===== src/rtl/scoreboard_defs.vh =====
// rtl/scoreboard_defs.vh - digit codes and segment patterns shared with the display controller
`ifndef SCOREBOARD_DEFS_VH
`define SCOREBOARD_DEFS_VH

`define DIGIT_OFF 4'd10
`define DIGIT_P   4'd11

// Segment patterns, bit order {g,f,e,d,c,b,a}, active-high
`define SEG_0     7'h3F
`define SEG_1     7'h06
`define SEG_2     7'h5B
`define SEG_3     7'h4F
`define SEG_4     7'h66
`define SEG_5     7'h6D
`define SEG_6     7'h7D
`define SEG_7     7'h07
`define SEG_8     7'h7F
`define SEG_9     7'h6F
`define SEG_P     7'h73
`define SEG_BLANK 7'h00

`endif


===== src/rtl/seg7_mux_driver_pkg.sv =====
// rtl/seg7_mux_driver_pkg.sv - shared types and constants for the multiplexed 7-segment driver
`include "scoreboard_defs.vh"

package seg7_mux_driver_pkg;

  typedef enum logic [1:0] {
    ST_BLANK_T = 2'd0,
    ST_SHOW_T  = 2'd1,
    ST_BLANK_O = 2'd2,
    ST_SHOW_O  = 2'd3
  } state_e;

  localparam logic [3:0] DIGIT_OFF = `DIGIT_OFF;
  localparam logic [3:0] DIGIT_P   = `DIGIT_P;

  localparam logic [6:0] SEG_0     = `SEG_0;
  localparam logic [6:0] SEG_1     = `SEG_1;
  localparam logic [6:0] SEG_2     = `SEG_2;
  localparam logic [6:0] SEG_3     = `SEG_3;
  localparam logic [6:0] SEG_4     = `SEG_4;
  localparam logic [6:0] SEG_5     = `SEG_5;
  localparam logic [6:0] SEG_6     = `SEG_6;
  localparam logic [6:0] SEG_7     = `SEG_7;
  localparam logic [6:0] SEG_8     = `SEG_8;
  localparam logic [6:0] SEG_9     = `SEG_9;
  localparam logic [6:0] SEG_P     = `SEG_P;
  localparam logic [6:0] SEG_BLANK = `SEG_BLANK;

  function automatic logic code_is_illegal(input logic [3:0] code);
    return code > DIGIT_P;
  endfunction

endpackage


===== src/rtl/seg7_mux_driver_decoder.sv =====
// rtl/seg7_mux_driver_decoder.sv - combinational digit code to active-high segment pattern
module seg7_decoder
  import seg7_mux_driver_pkg::*;
(
  input  logic [3:0] code_i,
  output logic [6:0] seg_o,
  output logic       illegal_o
);

  always_comb begin
    seg_o     = SEG_BLANK;
    illegal_o = code_is_illegal(code_i);
    case (code_i)
      4'd0:    seg_o = SEG_0;
      4'd1:    seg_o = SEG_1;
      4'd2:    seg_o = SEG_2;
      4'd3:    seg_o = SEG_3;
      4'd4:    seg_o = SEG_4;
      4'd5:    seg_o = SEG_5;
      4'd6:    seg_o = SEG_6;
      4'd7:    seg_o = SEG_7;
      4'd8:    seg_o = SEG_8;
      4'd9:    seg_o = SEG_9;
      DIGIT_P: seg_o = SEG_P;
      default: seg_o = SEG_BLANK;
    endcase
  end

endmodule


===== src/rtl/seg7_mux_driver.sv =====
// rtl/seg7_mux_driver.sv - frame-latched two-digit 7-segment multiplexer with dead-time blanking
module seg7_mux_driver
  import seg7_mux_driver_pkg::*;
#(
  parameter int SLOT_CYCLES  = 8,
  parameter int BLANK_CYCLES = 1,
  parameter int COMMON_ANODE = 0
) (
  input  logic       clk_1khz,
  input  logic       rst_i,
  input  logic [3:0] tens_i,
  input  logic [3:0] ones_i,
  input  logic       lz_blank_i,
  output logic [6:0] seg_o,
  output logic [1:0] dig_o,
  output logic       frame_o,
  output logic       err_o
);

  localparam int CW = $clog2(SLOT_CYCLES);
  localparam logic [CW-1:0] BLANK_LAST = CW'(BLANK_CYCLES - 1);
  localparam logic [CW-1:0] SHOW_LAST  = CW'(SLOT_CYCLES - BLANK_CYCLES - 1);

  generate
    if (BLANK_CYCLES < 1 || BLANK_CYCLES > SLOT_CYCLES - 1) begin : g_bad_blank
      $error("seg7_mux_driver: BLANK_CYCLES must be in 1..SLOT_CYCLES-1");
    end
  endgenerate

  state_e        state_q, state_d;
  logic [CW-1:0] cnt_q, cnt_d;
  logic [3:0]    tens_q, tens_d;
  logic [3:0]    ones_q, ones_d;
  logic          lz_q, lz_d;
  logic          frame_q, frame_d;
  logic          err_q, err_d;

  logic          latch;
  logic [3:0]    dec_code;
  logic [6:0]    dec_seg;
  logic          dec_illegal;
  logic [6:0]    seg_act;
  logic [1:0]    dig_act;

  always_ff @(posedge clk_1khz or posedge rst_i) begin
    if (rst_i) begin
      state_q <= ST_BLANK_T;
      cnt_q   <= '0;
      tens_q  <= DIGIT_OFF;
      ones_q  <= DIGIT_OFF;
      lz_q    <= 1'b0;
      frame_q <= 1'b0;
      err_q   <= 1'b0;
    end else begin
      state_q <= state_d;
      cnt_q   <= cnt_d;
      tens_q  <= tens_d;
      ones_q  <= ones_d;
      lz_q    <= lz_d;
      frame_q <= frame_d;
      err_q   <= err_d;
    end
  end

  always_comb begin
    state_d = state_q;
    cnt_d   = cnt_q + CW'(1);
    latch   = 1'b0;
    case (state_q)
      ST_BLANK_T: if (cnt_q == BLANK_LAST) begin state_d = ST_SHOW_T;  cnt_d = '0; end
      ST_SHOW_T:  if (cnt_q == SHOW_LAST)  begin state_d = ST_BLANK_O; cnt_d = '0; end
      ST_BLANK_O: if (cnt_q == BLANK_LAST) begin state_d = ST_SHOW_O;  cnt_d = '0; end
      ST_SHOW_O:  if (cnt_q == SHOW_LAST) begin
        state_d = ST_BLANK_T;
        cnt_d   = '0;
        latch   = 1'b1;
      end
      default:    begin state_d = ST_BLANK_T; cnt_d = '0; end
    endcase
  end

  // Shadow registers only move at the frame boundary so a digit never tears mid-frame.
  always_comb begin
    tens_d  = tens_q;
    ones_d  = ones_q;
    lz_d    = lz_q;
    err_d   = err_q;
    frame_d = latch;
    if (latch) begin
      tens_d = tens_i;
      ones_d = ones_i;
      lz_d   = lz_blank_i;
      err_d  = err_q | code_is_illegal(tens_i) | code_is_illegal(ones_i);
    end
  end

  assign dec_code = (state_q == ST_SHOW_O) ? ones_q : tens_q;

  seg7_decoder u_decoder (
    .code_i    (dec_code),
    .seg_o     (dec_seg),
    .illegal_o (dec_illegal)
  );

  always_comb begin
    seg_act = SEG_BLANK;
    dig_act = 2'b00;
    case (state_q)
      ST_SHOW_T: begin
        dig_act = 2'b10;
        if (!(lz_q && tens_q == 4'd0) && !dec_illegal) seg_act = dec_seg;
      end
      ST_SHOW_O: begin
        dig_act = 2'b01;
        if (!dec_illegal) seg_act = dec_seg;
      end
      default: begin
        seg_act = SEG_BLANK;
        dig_act = 2'b00;
      end
    endcase
  end

  assign seg_o   = (COMMON_ANODE != 0) ? ~seg_act : seg_act;
  assign dig_o   = (COMMON_ANODE != 0) ? ~dig_act : dig_act;
  assign frame_o = frame_q;
  assign err_o   = err_q;

endmodule

===== config.mk =====
export PLATFORM = sky130hd
export DESIGN_NAME = seg7_mux_driver
export DESIGN_NICKNAME = d
export VERILOG_FILES = /design/src/rtl/seg7_mux_driver_pkg.sv /design/src/rtl/seg7_mux_driver_decoder.sv /design/src/rtl/seg7_mux_driver.sv
export VERILOG_INCLUDE_DIRS = /design/src /design/src/rtl
export SDC_FILE = /design/constraint.sdc
export NUM_CORES = 1
export LEC_CHECK = 0
export ABC_AREA = 1
export CAP_MARGIN = 10
export CORE_UTILIZATION = 30
export DETAILED_ROUTE_END_ITERATION = 8
export PLACE_DENSITY = 0.6
export SLEW_MARGIN = 20
export SYNTH_ARGS = -nofsm -noshare
export SYNTH_HDL_FRONTEND = slang
export SYNTH_SLANG_ARGS = --single-unit

===== constraint.sdc =====
create_clock -name clk_1khz -period 2.1 [get_ports clk_1khz]
set_clock_uncertainty 0.1 [all_clocks]
set_input_delay 0.315 -clock clk_1khz [delete_from_list [all_inputs] [get_ports clk_1khz]]
set_output_delay 0.315 -clock clk_1khz [all_outputs]
set_load 0.01 [all_outputs]

Yosys cells after proc, flatten, opt, wreduce, memory -nomap -nowiden:

Memories as Yosys holds them, arrays and structs flattened.
Cells that the tools add are included.

* bits in registers: 16
* latch bits: 0
* memory bits (writable): 0
* memory bits (read-only): 112
* word-level logic and storage cells: 47
* memories: 1

* add/sub/neg operators: 1
* multipliers: 0
* divide/modulo/power cells: 0
* magnitude comparators: 3
* equality and inequality tests: 8
* shift operators: 0
* multiplexer cells: 15
* bitwise operators: 2
* reduce and logical (&&, ||, !) cells: 10

Memories
* (name not given): depth 16, bits a word 7, read ports 1, clocked after memory_dff 0, wr ports 0, RTL line seg7_mux_driver_decoder.sv:13 `case (code_i)`

Operator list (number)
* 7-bit 2-to-1 mux: 2
* 7-bit one-hot mux with 2 select lines: 1
* 4-bit > comparator, second input constant: 3
* 2-bit 2-to-1 mux: 4
* 2-bit inequality test, second input constant: 4
* 2-bit one-hot mux with 4 select lines: 1
* 3-bit 2-to-1 mux: 2
* 3-bit one-hot mux with 2 select lines: 1
* 2-bit equality test, second input constant: 2
* 4-bit zero test: 1
* 4-bit 2-to-1 mux: 1
* 2-bit one-hot mux with 2 select lines: 1
* 4-bit AND reduction: 1
* 2-bit OR reduction: 2
* 3-bit by 1-bit adder with 3-bit output, second input constant: 1
* 3-bit equality test, second input constant: 1
* 3-bit zero test: 1
* 2-bit by 1-bit equality test with 1-bit output, second input constant: 1
* 1-bit logical AND: 2
* 1-bit zero test: 2
* 2-bit zero test: 1
* 1-bit 2-to-1 mux: 2
* 1-bit OR: 2

Longest topological paths before layout:

* word-level depth: 7
* mapped depth: 14

Cells and area by module:

Synthesis repeated with hierarchy kept, for this count alone.

* cells, all modules: 160
* area total of the unflattened synthesis: 1112.3 µm²

Modules (own cells, without submodules)
* seg7_mux_driver: times used 1, cells an instance 116, area an instance 894.6 µm²
* seg7_decoder: times used 1, cells an instance 44, area an instance 217.7 µm²

Worst setup path after synthesis:

OpenSTA, ideal clock, no wires.

* kind: register to output
* from: register state_q[0]
* to: output port seg_o[3]
* arrival time: 1.771 ns
* path slack: -0.086 ns
* stages on the path, launching flop included: 13
* buffers on the path: 1
* path through: dfrtp_1 > ha_1 > buf_6 > inv_6 > nand2_1 > nand2_1 > inv_1 > ha_1 > inv_1 > nand2_1 > nand3_1 > nand2_1 > nor2_1

* cells in the longest elaborated chain, start to end: 7
* elaborated cells on any way between the ends: 10
* those cells by class: 1 x order compare; 2 x eq/ne; 4 x mux; 2 x reduce/logical; 1 x memory

Ends and longest elaborated chain
* start: declaration: RTL line seg7_mux_driver.sv:30 `state_e state_q, state_d;`
* start signal: assignment: RTL line seg7_mux_driver.sv:55 `state_q <= state_d;`
* 2-bit equality test: RTL line seg7_mux_driver.sv:97, seg7_mux_driver.sv:108
* 4-bit 2-to-1 mux: RTL line seg7_mux_driver.sv:97 `assign dec_code = (state_q == ST_SHOW_O) ? ones_q : tens_q;`
* 4-bit > comparator: RTL line seg7_mux_driver_pkg.sv:30 `return code > DIGIT_P;`
* 1-bit zero test
* 1-bit logical AND: RTL line seg7_mux_driver.sv:111 `if (!(lz_q && tens_q == 4'd0) && !dec_illegal) seg_act = dec_seg;`
* 7-bit 2-to-1 mux: RTL line seg7_mux_driver.sv:111
* 7-bit one-hot mux with 2 select lines (*): RTL line seg7_mux_driver.sv:108 `case (state_q)`
* end: declaration: RTL line seg7_mux_driver.sv:14 `output logic [6:0] seg_o,`

Every way passes the cells marked *; elsewhere a longest branch is shown, timed or not.

Final worst setup path:

* from: register state_q[0]
* to: output port seg_o[2]

Same word-level chain as after synthesis.

==> results_dict.tcl <==
set metrics [dict create \
    portBuffers 21 \
    netlist.area_leader.share_pct 26.0 \
    fin_cells 241 \
    dp_hpwl_um 1700 \
    dp_cells 236 \
    ys_top_cells_by_area "dfrtp_1, nand2_1, ha_1, dfstp_2, inv_1" \
    cts_buffers 3 \
    routed_wirelength_um 2210 \
    slew_viol_final 0 \
    syn_nets 184 \
    path_class "register to primary output" \
    start_kind "register" \
    relSlewSlack_pct 60.9 \
    violations "setup timing" \
    fmax_mhz 460 \
    via_per_inst 4.13 \
    cp.required_ns 1.68 \
    wl_per_cell_um 9.15 \
    max_slew.worst_pin.slew_ns 0.586 \
    clk_pin_slew_worst_paths_ns 0.06 \
    cts_tree "built" \
    crit_arrival_ns 1.76 \
    critical_path.max_fanout 6 \
    die_w_um 64.0 \
    min_path_type "input pin to asynchronous set/reset pin" \
    antenna_cells 0 \
    cp_slowest_stage_delay_ns 0.41 \
    layout_commonest_cell "nand2_1" \
    path_cells "ha_4 -> inv_6 -> buf_4 -> nand2_1 -> nand2_2 -> nand2_1 -> nand3_1 -> nand2_2 -> inv_4 -> nor2_1 -> buf_2" \
    peakVddDrop_mv 0.342 \
    fin_tns_setup_ns -0.456 \
    mostFrequentLayoutCells "nand2_1, inv_1, clkdlybuf4s50_1" \
    critical_path_buf_inv_count 4 \
    leakage_nw 0.817 \
    grt_max_degree 20 \
    synth-seq-cells 16 \
    core_um2 3660 \
    period_share_pct 104 \
    ys_seq_area_share_pct 35.1 \
    fin_total_pwr_mw 0.698 \
    crit_path_top_delay_cell "dfrtp_1" \
    setup_viol 7 \
    antenna_found_initial 0 \
    synth_area_um2 1150 \
    htreeDepth 1 \
    finalHoldViolCount 0 \
    worstSkewPairLatency_ns 0.24 \
    num_rows 22 \
    fin_nets 220 \
    die_h_um 64.0 \
    postCtsHoldBufs 0 \
    final_area_um2 1620 \
    cts.sinks 16 \
    status "finished with violations" \
    grt_pass1_vias 944 \
    drt_first_pass_iters 4 \
    cp-end-kind "primary output" \
    synth_area_per_cell_um2 7.26 \
    route.vias.total 996 \
    pre_cts_slack_ns -0.407 \
    track_usage_pct 12.2 \
    r2r_start "state_q[0]$_DFFE_PP0P_" \
    drtIter0Drc 38 \
    fin_crit_ns 2.17 \
    cap_violations 0 \
    register_area_um2 405 \
    yosys.cell_types.count 20 \
    fillCellCount 394 \
    cellPowerDensity_nw_per_um2 430 \
    clockBufferDepth 2 \
    drtAntennaViolNets 0 \
    rsz0062_at_grt "yes" \
    areaGrowthSynthToFinish_pct 40.7 \
    fin_util_pct 44.3 \
    drc 0 \
    whs_ns 0.329 \
    cts_root_buf "clkbuf_8" \
    cpLargestDelayFamily "simple AND/OR/NAND/NOR gates" \
    grt_first_pass_wirelength_um 3910 \
    ys.warnings.count 0 \
    drive_gt1_share_pct 31.1 \
    synthCells 159 \
    ios 22 \
    overflow 0 \
    setup_slack_ns -0.0737 \
    multiInputGateArea_um2 734 \
    synth_area_leader_cell "dfrtp_1" \
    crit_path_start "state_q[0]$_DFFE_PP0P_" \
    place_congestion 0.790 \
    die_area_um2 4100 \
    start_util_pct 31.5 \
    place_area_um2 1490 \
]
[synthesized netlist by cell type (all sizes together)]
cell   count
nand2     62
inv       26
ha        14
nor2      14
dfrtp     12
nand3      9
o21ai      9
dfstp      4
a21oi      3
buf        2
or2        2
a31oi      1
xnor2      1
[power breakdown]
| part | total, mW | switching (mW) | internal [mW] |
|---|---|---|---|
| clock | 0.223 | 0.0961 | 0.127 |
| sequential | 0.329 | 0.00693 | 0.322 |
| combinational | 0.147 | 0.0767 | 0.0700 |
[layout make-up]
cell class,instances,share of cell area (%)
Multi-Input combinational cell,115,45.3
Inverter,26,6.78
Timing Repair Buffer,33,16.7
Clock buffer,3,2.54
Sequential cell,16,25.0
Tap cell,48,3.70
[kinds of logic after synthesis]
family / synth area share [%]
AND/OR/NAND/NOR: 32.3
adder cells (fa/ha/maj): 15.2
buffers and inverters: 10.8
AO/OA/AOI/OAI: 5.75
XOR/XNOR: 0.759
flip-flops: 35.1
[worst reg2reg max path: stages (launching register included)]
cell and delay (ns):
dfrtp_1 0.41, buf_4 0.16, ha_1 0.20, buf_4 0.14, or2_1 0.23, nand2_1 0.08, nand2_1 0.09, nor2_1 0.10
a21oi_1 0.05
[sequential cells by signal, summed over array words and instances, names as in the netlist]
name	flops
frame_o	1
err_o	1
state_q	2
ones_q	4
cnt_q	3
lz_q	1
tens_q	4
[routing by layer]
| layer | share of wire [%] | vias to the layer above | global-route usage (%) | wire (µm) |
|---|---|---|---|---|
| met5 | 0 | - | 0 | 0 |
| met4 | 0.45 | 0 | 5.97 | 10 |
| met3 | 2.9 | 2 | 1.07 | 65 |
| met2 | 49 | 18 | 20.3 | 1080 |
| met1 | 47 | 424 | 15.6 | 1050 |
| li1 | - | 552 | - | - |
[final timing paths]
kind / to / slack [ns] / cells after the start
worst max-delay path: seg_o[2] / -0.07 / 11
worst min-delay path: cnt_q[0]$_DFF_PP0_ / 0.33 / 2
worst max register to register: state_q[1]$_DFFE_PP0P_ / 0.43 / 8
worst min register to register: cnt_q[0]$_DFF_PP0_ / 0.37 / 1
max in group asynchronous: tens_q[0]$_DFFE_PP0P_ / 1.19 / 2
min in group clk_1khz: cnt_q[0]$_DFF_PP0_ / 0.37 / 1
[repair_timing]
item / in CTS / in global routing
pin swaps: 11 / 3
gates resized for setup: 56 / 4
setup buffers: 2 / 0
endpoints found under the setup margin: 7 / 7
No activity file was read; power rests on OpenSTA's default activity.
